File: config.mk
export PLATFORM = sky130hd
export DESIGN_NAME = trap_sequencer
export DESIGN_NICKNAME = d
export VERILOG_FILES = /design/src/rtl/riscv_privileged_pkg.sv /design/src/rtl/trap_irq_arbiter.sv /design/src/rtl/trap_sequencer.sv
export SDC_FILE = /design/constraint.sdc
export NUM_CORES = 1
export LEC_CHECK = 0
export CORE_AREA = 3 3 186 188
export DETAILED_ROUTE_END_ITERATION = 10
export DIE_AREA = 0 0 189 191
export GPL_TIMING_DRIVEN = 1
export PLACE_DENSITY = 0.59
export SKIP_CTS_REPAIR_TIMING = 1
export SLEW_MARGIN = 25
export SYNTH_ARGS = -nofsm -noshare
export SYNTH_HDL_FRONTEND = slang
export SYNTH_HIERARCHICAL = 1
export SYNTH_SLANG_ARGS = --single-unit
File: constraint.sdc
create_clock -name clk_i -period 6.82 [get_ports clk_i]
set_clock_uncertainty 0.1 [all_clocks]
set_input_delay 0.682 -clock clk_i [delete_from_list [all_inputs] [get_ports clk_i]]
set_output_delay 0.682 -clock clk_i [all_outputs]
set_load 0.005 [all_outputs]
File: src/rtl/riscv_privileged_pkg.sv
// Shared privileged-architecture types for the trap sequencer: privilege levels,
// sequencer states, exception codes and the fixed interrupt priority order.
package riscv_privileged_pkg;

  typedef enum logic [1:0] {
    USER       = 2'b00,
    SUPERVISOR = 2'b01,
    MACHINE    = 2'b11
  } privilege_level_t;

  typedef enum logic [1:0] {
    IDLE      = 2'b00,
    TRAP_WAIT = 2'b01,
    RET_WAIT  = 2'b10
  } trap_state_t;

  typedef enum logic [5:0] {
    INSTR_ADDR_MISALIGNED = 6'd0,
    INSTR_ACCESS_FAULT    = 6'd1,
    ILLEGAL_INSTRUCTION   = 6'd2,
    BREAKPOINT            = 6'd3,
    LOAD_ADDR_MISALIGNED  = 6'd4,
    LOAD_ACCESS_FAULT     = 6'd5,
    STORE_ADDR_MISALIGNED = 6'd6,
    STORE_ACCESS_FAULT    = 6'd7,
    ECALL_U               = 6'd8,
    ECALL_S               = 6'd9,
    ECALL_M               = 6'd11
  } synchronous_exception_code_t;

  localparam int unsigned NUM_IRQ  = 14;
  localparam int unsigned NUM_PRIO = 7;

  // Element 0 is the highest priority: MEI, MSI, MTI, SEI, SSI, STI, LCOF.
  localparam logic [NUM_PRIO-1:0][3:0] IRQ_PRIO_ORDER = {
    4'd13, 4'd5, 4'd1, 4'd9, 4'd7, 4'd3, 4'd11
  };

  function automatic logic [63:0] trap_base(input logic [63:0] mtvec);
    return {mtvec[63:2], 2'b00};
  endfunction

endpackage

File: src/rtl/trap_irq_arbiter.sv
// Combinational fixed-priority pick of the highest-priority pending interrupt.
module trap_irq_arbiter
  import riscv_privileged_pkg::*;
(
  input  logic [NUM_IRQ-1:0] irq_i,
  output logic               valid_o,
  output logic [3:0]         code_o
);

  // Walk lowest to highest priority so the highest pending source wins.
  always_comb begin
    valid_o = 1'b0;
    code_o  = 4'd0;
    for (int i = NUM_PRIO - 1; i >= 0; i--) begin
      if (irq_i[IRQ_PRIO_ORDER[i]]) begin
        valid_o = 1'b1;
        code_o  = IRQ_PRIO_ORDER[i];
      end
    end
  end

endmodule

File: src/rtl/trap_sequencer.sv
// Machine-mode trap entry / MRET sequencer with a fetch-redirect handshake.
// Define TRAP_SEQUENCER_VECTORED_EN to enable vectored interrupt targets (mtvec mode 1).
module trap_sequencer
  import riscv_privileged_pkg::*;
#(
  parameter privilege_level_t RESET_PRIV   = MACHINE,
  parameter logic [63:0]      RESET_VECTOR = 64'h0
) (
  input  logic         clk_i,
  input  logic         rst_i,
  input  logic         exc_valid_i,
  input  logic [5:0]   exc_code_i,
  input  logic [63:0]  exc_pc_i,
  input  logic [63:0]  exc_tval_i,
  input  logic         mret_i,
  input  logic [13:0]  irq_i,
  input  logic [63:0]  mtvec_i,
  output logic         redirect_valid_o,
  input  logic         redirect_ready_i,
  output logic [63:0]  redirect_pc_o,
  output logic [63:0]  mepc_o,
  output logic [63:0]  mcause_o,
  output logic [63:0]  mtval_o,
  output logic         mstatus_mie_o,
  output logic         mstatus_mpie_o,
  output logic [1:0]   mstatus_mpp_o,
  output logic [1:0]   priv_o,
  output logic         busy_o
);

  trap_state_t      state_q;
  logic             redirect_valid_q;
  logic [63:0]      redirect_pc_q;
  logic [63:0]      mepc_q, mcause_q, mtval_q;
  logic             mie_q, mpie_q;
  privilege_level_t mpp_q, priv_q;

  logic        irq_valid;
  logic [3:0]  irq_code;
  logic        irq_take, exc_take, mret_take, mret_legal;
  logic        trap_take, ret_take;
  logic [63:0] trap_cause, trap_tval, trap_target;
  logic        unused_bits;

  trap_irq_arbiter u_irq_arbiter (
    .irq_i   (irq_i),
    .valid_o (irq_valid),
    .code_o  (irq_code)
  );

  assign exc_take   = exc_valid_i;
  assign irq_take   = !exc_valid_i && irq_valid && (priv_q != MACHINE || mie_q);
  assign mret_take  = !exc_valid_i && !irq_take && mret_i;
  assign mret_legal = (priv_q == MACHINE);
  // An MRET below machine mode turns into an illegal-instruction trap.
  assign trap_take  = exc_take || irq_take || (mret_take && !mret_legal);
  assign ret_take   = mret_take && mret_legal;

  assign unused_bits = ^{exc_pc_i[0], mtvec_i[1:0]};

  always_comb begin
    trap_cause = {58'd0, ILLEGAL_INSTRUCTION};
    trap_tval  = 64'd0;
    if (exc_take) begin
      trap_cause = {58'd0, exc_code_i};
      trap_tval  = exc_tval_i;
    end else if (irq_take) begin
      trap_cause = {1'b1, 59'd0, irq_code};
    end
  end

  always_comb begin
    trap_target = trap_base(mtvec_i);
`ifdef TRAP_SEQUENCER_VECTORED_EN
    if (irq_take && mtvec_i[1:0] == 2'b01) begin
      trap_target = trap_base(mtvec_i) + {58'd0, irq_code, 2'b00};
    end
`endif
  end

  always_ff @(posedge clk_i or posedge rst_i) begin
    if (rst_i) begin
      state_q          <= IDLE;
      redirect_valid_q <= 1'b0;
      redirect_pc_q    <= 64'd0;
      mepc_q           <= RESET_VECTOR;
      mcause_q         <= 64'd0;
      mtval_q          <= 64'd0;
      mie_q            <= 1'b0;
      mpie_q           <= 1'b0;
      mpp_q            <= MACHINE;
      priv_q           <= RESET_PRIV;
    end else begin
      case (state_q)
        IDLE: begin
          if (trap_take) begin
            state_q          <= TRAP_WAIT;
            redirect_valid_q <= 1'b1;
            redirect_pc_q    <= trap_target;
            mepc_q           <= {exc_pc_i[63:1], 1'b0};
            mcause_q         <= trap_cause;
            mtval_q          <= trap_tval;
            mpie_q           <= mie_q;
            mie_q            <= 1'b0;
            mpp_q            <= priv_q;
            priv_q           <= MACHINE;
          end else if (ret_take) begin
            state_q          <= RET_WAIT;
            redirect_valid_q <= 1'b1;
            redirect_pc_q    <= mepc_q;
            priv_q           <= mpp_q;
            mie_q            <= mpie_q;
            mpie_q           <= 1'b1;
            mpp_q            <= USER;
          end
        end
        TRAP_WAIT, RET_WAIT: begin
          if (redirect_ready_i) begin
            state_q          <= IDLE;
            redirect_valid_q <= 1'b0;
          end
        end
        default: begin
          state_q          <= IDLE;
          redirect_valid_q <= 1'b0;
        end
      endcase
    end
  end

  assign redirect_valid_o = redirect_valid_q;
  assign redirect_pc_o    = redirect_pc_q;
  assign mepc_o           = mepc_q;
  assign mcause_o         = mcause_q;
  assign mtval_o          = mtval_q;
  assign mstatus_mie_o    = mie_q;
  assign mstatus_mpie_o   = mpie_q;
  assign mstatus_mpp_o    = mpp_q;
  assign priv_o           = priv_q;
  assign busy_o           = (state_q != IDLE);

endmodule
==> results of run 1 <==
## stage by stage
stage	util	worst slack, ps	instance area [um^2]	std cells	hold WS (ps)
4_1_cts	0.429	2740	14300	1681	378
5_1_grt	0.429	2600	14300	1681	387
3_5_place_dp	0.406	2200	13500	1638	364
2_1_floorplan	-	420	9550	909	356
3_3_place_gp	0.406	2230	13500	1638	357
6_report	0.429	2710	14300	1681	374
## kinds of logic (layout without fill, tap and decap cells)
group                    after synthesis  in the layout
AND/OR/NAND/NOR                      143            143
multiplexers                          68             68
flip-flops                           206            206
adder cells (fa/ha/maj)                1              1
AO/OA/AOI/OAI                        282            282
buffers and inverters                150            474
other                                  1             59
## power groups by stage
stage,registers (mW),logic (mW),clock network (mW)
6_report,2.21,3.09,1.28
4_1_cts,2.21,3.15,1.32
2_1_floorplan,2.22,1.39,0
5_1_grt,2.29,3.35,1.37
3_3_place_gp,2.20,3.12,0
3_5_place_dp,2.22,3.14,0
## area by class of cell
class / instances / area, um^2 / area share
Clock buffer: 34 / 689 / 0.0483
Clock inverter: 9 / 77.6 / 0.00543
Inverter: 10 / 45.0 / 0.00315
Multi-Input combinational cell: 553 / 3560 / 0.249
Sequential cell: 206 / 5160 / 0.361
Tap cell: 448 / 561 / 0.0392
Timing Repair Buffer: 421 / 4190 / 0.293
## cell usage after synthesis, drive strengths merged
cell type  instances  share of area
or4                1        0.00080
o2111ai            2         0.0019
nor3               1        0.00054
a211o              1        0.00094
buf               81          0.065
and2               2         0.0016
a21o              66          0.053
o22a               1        0.00094
clkbuf            59          0.024
a2bb2oi            1        0.00094
dfstp              4          0.011
o21a               1        0.00080
a31o               2         0.0019
a31oi             64          0.043
or2                2         0.0013
inv               10         0.0040
o2bb2ai            1        0.00094
ha                 1         0.0013
o21ai             67          0.036
mux2              68          0.082
and3              67          0.045
nand3b             1        0.00080
nor2               3         0.0012
o22ai              1        0.00067
a21boi             2         0.0016
o31ai              1        0.00080
a41o               1         0.0011
dfrtp            202           0.54
conb               1        0.00040
a22o               3         0.0028
nand2              2        0.00080
nand3             62          0.033
or3                1         0.0012
a21oi             68          0.036
nor2b              1        0.00067
## routing by layer
| metal | track usage | share of wire | vias up |
|---|---|---|---|
| met5 | 0 | 0 | - |
| met4 | 0.0544 | 0.029 | 0 |
| met3 | 0.0673 | 0.11 | 57 |
| met2 | 0.293 | 0.48 | 376 |
| met1 | 0.206 | 0.39 | 3945 |
| li1 | - | - | 3692 |
## path summary, 6_finish.rpt
check / end / cells past startpoint
worst max-delay path: mepc_o[40]$_DFFE_PP0P_ / 9
worst max register to register: redirect_pc_o[58]$_DFFE_PP0P_ / 5
max in group asynchronous: mtval_o[9]$_DFFE_PP0P_ / 3
worst min-delay path: mtval_o[6]$_DFFE_PP0P_ / 1
worst min register to register: mtval_o[6]$_DFFE_PP0P_ / 1
min in group asynchronous: mepc_o[58]$_DFFE_PP0P_ / 2
## state kept, by name (all words and copies together) (netlist names)
name              flops
redirect_pc_o        63
redirect_valid_o      1
mtval_o              64
mstatus_mpie_o        1
mepc_o               63
mstatus_mpp_o         2
mcause_o              7
priv_o                2
state_q               2
mstatus_mie_o         1
## critical path, stage by stage
cell and delay (ps):
clkdlybuf4s50_1 460, or3_4 400, or4_1 540, or2_2 390, o21a_2 130, buf_4 340, o21ai_4 230, buf_4 700
mux2_2 420
==> metrics.yaml, run 1 <==
status:
  status: "completed"
cts:
  ctsHtreeMaxLevel: 1
  clock_tree.buffer_depth: 3
  numClockSinks: 206
  cts_tree: "yes"
  cts_buffers: 25
  cts_root_buf: "clkbuf_16"
  clk_transition_reported_paths_ps: 60
  worst_skew_pair_latency_ps: 520
hold_path:
  hp-start: "mtval_o[6]$_DFFE_PP0P_"
  hold_class: "reg2reg"
route:
  drt_pre_antenna_iters: 4
  via_count: 8070
  routed_via_density: 4.80
  route.detailed.drc: 0
  drt-total-wl_mm: 33.2
  detail_route.wl_per_cell_um: 19.7
  initialDrtViolationCount: 286
  postRouteAntennaNets: 0
power_and_ir_drop:
  pwr_dens_nw_per_um2: 460
  p_int_mw: 4.30
  total_power_mw: 6.57
  clockPowerShare: 0.194
  p_switching_mw: 2.26
  pwr-share-seq: 0.336
  power_switching_share: 0.345
  comb_power_share: 0.470
  cellLeakagePower_nw: 6.39
  ir_worst_vdd_mv: 0.284
job:
  max_cap_viol_count: 0
worst_setup_path:
  crit_path_start_kind: "input port"
  r2r-start: "state_q[1]$_DFFE_PP0P_"
  cp_data_arrival_time_ps: 4410
  required_ps: 7120
  setup.worst_path.start: "irq_i[11]"
  crit_fanout: 67
  worst_setup_path_end_kind: "flop"
  ff2ff_setup_slack_ps: 3540
  critPathKind: "in2reg"
floorplan:
  fp.dieArea_um2: 36100
  row_count: 67
  die_h_um: 191
  start_util: 0.280
  io_pins: 481
  core_region_area_um2: 33300
  die-width_um: 189
placement:
  buffer_ports.inserted: 411
  gp_congestion: 0.786
  dpl.hpwl_mm: 21.6
synth:
  synth-seq-cells: 206
  synthMuxAreaShare: 0.0821
  synth-seq-area-share: 0.553
  synth.cell_area_um2: 9330
  post_synth_fa_ha_maj_area_fraction: 0.00134
  syn_avg_cell_area_um2: 11.0
  yosys.area_share.simple: 0.0872
  synth-compound-area-share: 0.184
  synth_xor_xnor_area_share: 0
  netlist_instances: 851
  warnings_synthesis: 6
  synth_top_family_by_area: "compound AO/OA/AOI/OAI gates"
  yosysUniqueCellTypes: 40
sta:
  number_of_pins_with_negative_max_slew_slack_in_the_final_report: 0
  final_critical_path_share_of_the_clock_period: 0.603
  final_setup_fails: 0
  timing_hold_violations_final: 0
  unrepaired_setup_endpoints_after_global_routing: "no"
  fin_crit_ps: 4110
  timing.max_slew.rel_slack: 0.354
  timing_worst_slew_pin_value_ps: 970
  maxClockFrequency_mhz: 243
  tns_ps: 0
grt:
  grt_first_pass_wirelength_mm: 50.0
  grt_start_max_net_pins: 90
  global_route.usage.total: 0.174
  antenna_found_initial: 0
  first_global_vias: 8347
  globalRouteOverflowTotal: 0
finish:
  layout_commonest_cell: "clkdlybuf4s50_1"
  layout.cells.most_common_list: "clkdlybuf4s50_1, dfrtp_1, a21oi_1, mux2_2, and3_1"
  final_nets: 1435
  drive_gt1_frac: 0.108
  area_growth_pct: 53.1
  final.fill_count: 3186
  insertedDiodeCount: 0
No activity file was read; power rests on OpenSTA's default activity.
==> inputs of run 2 (changes only) <==
--- a/config.mk
+++ b/config.mk
@@ -5,11 +5,11 @@
 export SDC_FILE = /design/constraint.sdc
 export NUM_CORES = 1
 export LEC_CHECK = 0
-export CORE_AREA = 3 3 186 188
+export CORE_AREA = 3 3 187 189
 export DETAILED_ROUTE_END_ITERATION = 10
-export DIE_AREA = 0 0 189 191
+export DIE_AREA = 0 0 190 192
 export GPL_TIMING_DRIVEN = 1
-export PLACE_DENSITY = 0.59
+export PLACE_DENSITY = 0.56
 export SKIP_CTS_REPAIR_TIMING = 1
 export SLEW_MARGIN = 25
 export SYNTH_ARGS = -nofsm -noshare
==> constraint.sdc (replaced) <==
create_clock -name clk_i -period 3.8 [get_ports clk_i]
set_clock_uncertainty 0.1 [all_clocks]
set_input_delay 0.38 -clock clk_i [delete_from_list [all_inputs] [get_ports clk_i]]
set_output_delay 0.38 -clock clk_i [all_outputs]
set_load 0.005 [all_outputs]
==> run 2 against run 1 <==
- setup slack lost 2000 ps
- critical path depth is the same
- flip-flop and latch count is the same
- clock power grew 79%
- clock-buffer cell count grew 5
- non-clock buffer count grew 5
- hold slack lost 66 ps
- critical endpoint is now mtval_o[31]$_DFFE_PP0P_
- wire length grew 0.96%
==> metrics.yaml, run 2 (synthesis results as in run 1) <==
floorplan:
  die-width_um: 190
  row_count: 67
  start_util: 0.279
  core_region_area_um2: 33400
  io_pins: 481
  fp.dieArea_um2: 36500
  die_h_um: 192
sta:
  tns_ps: 0
  timing.max_slew.rel_slack: 0.338
  final_critical_path_share_of_the_clock_period: 0.811
  timing_hold_violations_final: 0
  number_of_pins_with_negative_max_slew_slack_in_the_final_report: 0
  unrepaired_setup_endpoints_after_global_routing: "no"
  fin_crit_ps: 3080
  timing_worst_slew_pin_value_ps: 993
  maxClockFrequency_mhz: 325
  final_setup_fails: 0
finish:
  max_ffs_per_register: 64
  finish.cell_count_without_fillers: 1689
  layout_commonest_cell: "clkdlybuf4s50_1"
  final_nets: 1440
  drive_gt1_frac: 0.112
  final_cell_area_um2: 14400
  area_growth_pct: 54.4
  final_util: 0.431
  layout.cells.most_common_list: "clkdlybuf4s50_1, dfrtp_1, a21oi_1, mux2_2, and3_1"
cts:
  cts_tree: "yes"
  cts_root_buf: "clkbuf_16"
  cts_buffers: 25
  ctsHtreeMaxLevel: 1
  clock_tree.buffer_depth: 3
  numClockSinks: 206
  worst_skew_pair_latency_ps: 530
  clk_transition_reported_paths_ps: 60
placement:
  place_area_um2: 13600
  gp_congestion: 0.769
  buffer_ports.inserted: 411
  placedCellCount: 1643
  dpl.hpwl_mm: 22.2
job:
  max_cap_viol_count: 0
status:
  status: "completed"
grt:
  globalRouteOverflowTotal: 0
  grt_start_max_net_pins: 138
  antenna_found_initial: 1
  first_global_vias: 8399
  global_route.usage.total: 0.175
  grt_first_pass_wirelength_mm: 51.0
route:
  detail_route.wl_per_cell_um: 19.8
  via_count: 8115
  initialDrtViolationCount: 309
  drt_pre_antenna_iters: 4
  routed_via_density: 4.80
  route.detailed.drc: 0
  postRouteAntennaNets: 0
  drt-total-wl_mm: 33.5
power_and_ir_drop:
  ir_worst_vdd_mv: 0.517
  cellLeakagePower_nw: 6.44
  pwr_dens_nw_per_um2: 828
worst_setup_path:
  crit_fanout: 57
  ff2ff_setup_slack_ps: 1600
  worst_setup_path_end_kind: "flop"
  critPathKind: "in2reg"
  cp_data_arrival_time_ps: 3440
  crit_path_start_kind: "input port"
  required_ps: 4150
hold_path:
  hold_class: "in2async"
run 2: cell types whose count changed in the layout (fill, tap and decap cells not counted), sizes merged:
cell | before | now
inv | 11 | 10
buf | 11 | 16
clkinvlp | 0 | 1
clkinv | 7 | 5
bufinv | 1 | 0
diode | 0 | 1
clkbuf | 34 | 39
run 2: path summary, 6_finish.rpt:
| kind | from | to | depth (start not counted) |
|---|---|---|---|
| worst max register to register | priv_o[1]$_DFFE_PP1P_ | mtval_o[31]$_DFFE_PP0P_ | 6 |
| max in group asynchronous | rst_i | redirect_pc_o[42]$_DFFE_PP0P_ | 3 |
| worst min register to register | mtval_o[61]$_DFFE_PP0P_ | mtval_o[61]$_DFFE_PP0P_ | 1 |
| worst min-delay path | rst_i | mtval_o[57]$_DFFE_PP0P_ | 3 |
| min in group clk_i | exc_valid_i | redirect_pc_o[58]$_DFFE_PP0P_ | 3 |
| worst max-delay path | irq_i[11] | mtval_o[31]$_DFFE_PP0P_ | 9 |
run 2: routing by layer:
metal  share of wire  global-route usage  vias to the layer above
met3            0.10              0.0648                       63
li1                -                   -                     3700
met5               0                   0                        -
met2            0.48               0.294                      346
met4           0.035              0.0600                        0
met1            0.39               0.208                     4006
run 2: metrics by stage:
step                      hold WS, ps  total power [mW]  worst slack [ps]
after floorplan                   356              6.48               651
after global placement            358              9.70               224
after detailed placement          364              9.76               187
after CTS                         296              12.1               732
after global routing              317              12.7               585
final                             308              11.9               719
run 2: cell type report:
class                      count  area, um^2
inverter                      10        41.3
tap                          448         561
timing repair buffer         426        4300
clock inverter                 6        33.8
clock buffer                  39         748
fill                        3227       19000
antenna                        1        2.50
sequential                   206        5160
multi-input combinational    553        3560
run 2: critical path, cell delays in order:
cell	delay, ps
clkdlybuf4s50_1	450
or3_4	410
or4_1	550
or2_2	390
o21a_2	170
o21ai_4	200
buf_12	290
buf_4	360
a21o_1	170
run 2: power breakdown:
group / total, mW / switching [mW] / internal (mW)
Combinational: 5.66 / 2.47 / 3.20
Clock: 2.29 / 0.943 / 1.34
Sequential: 3.98 / 0.690 / 3.29
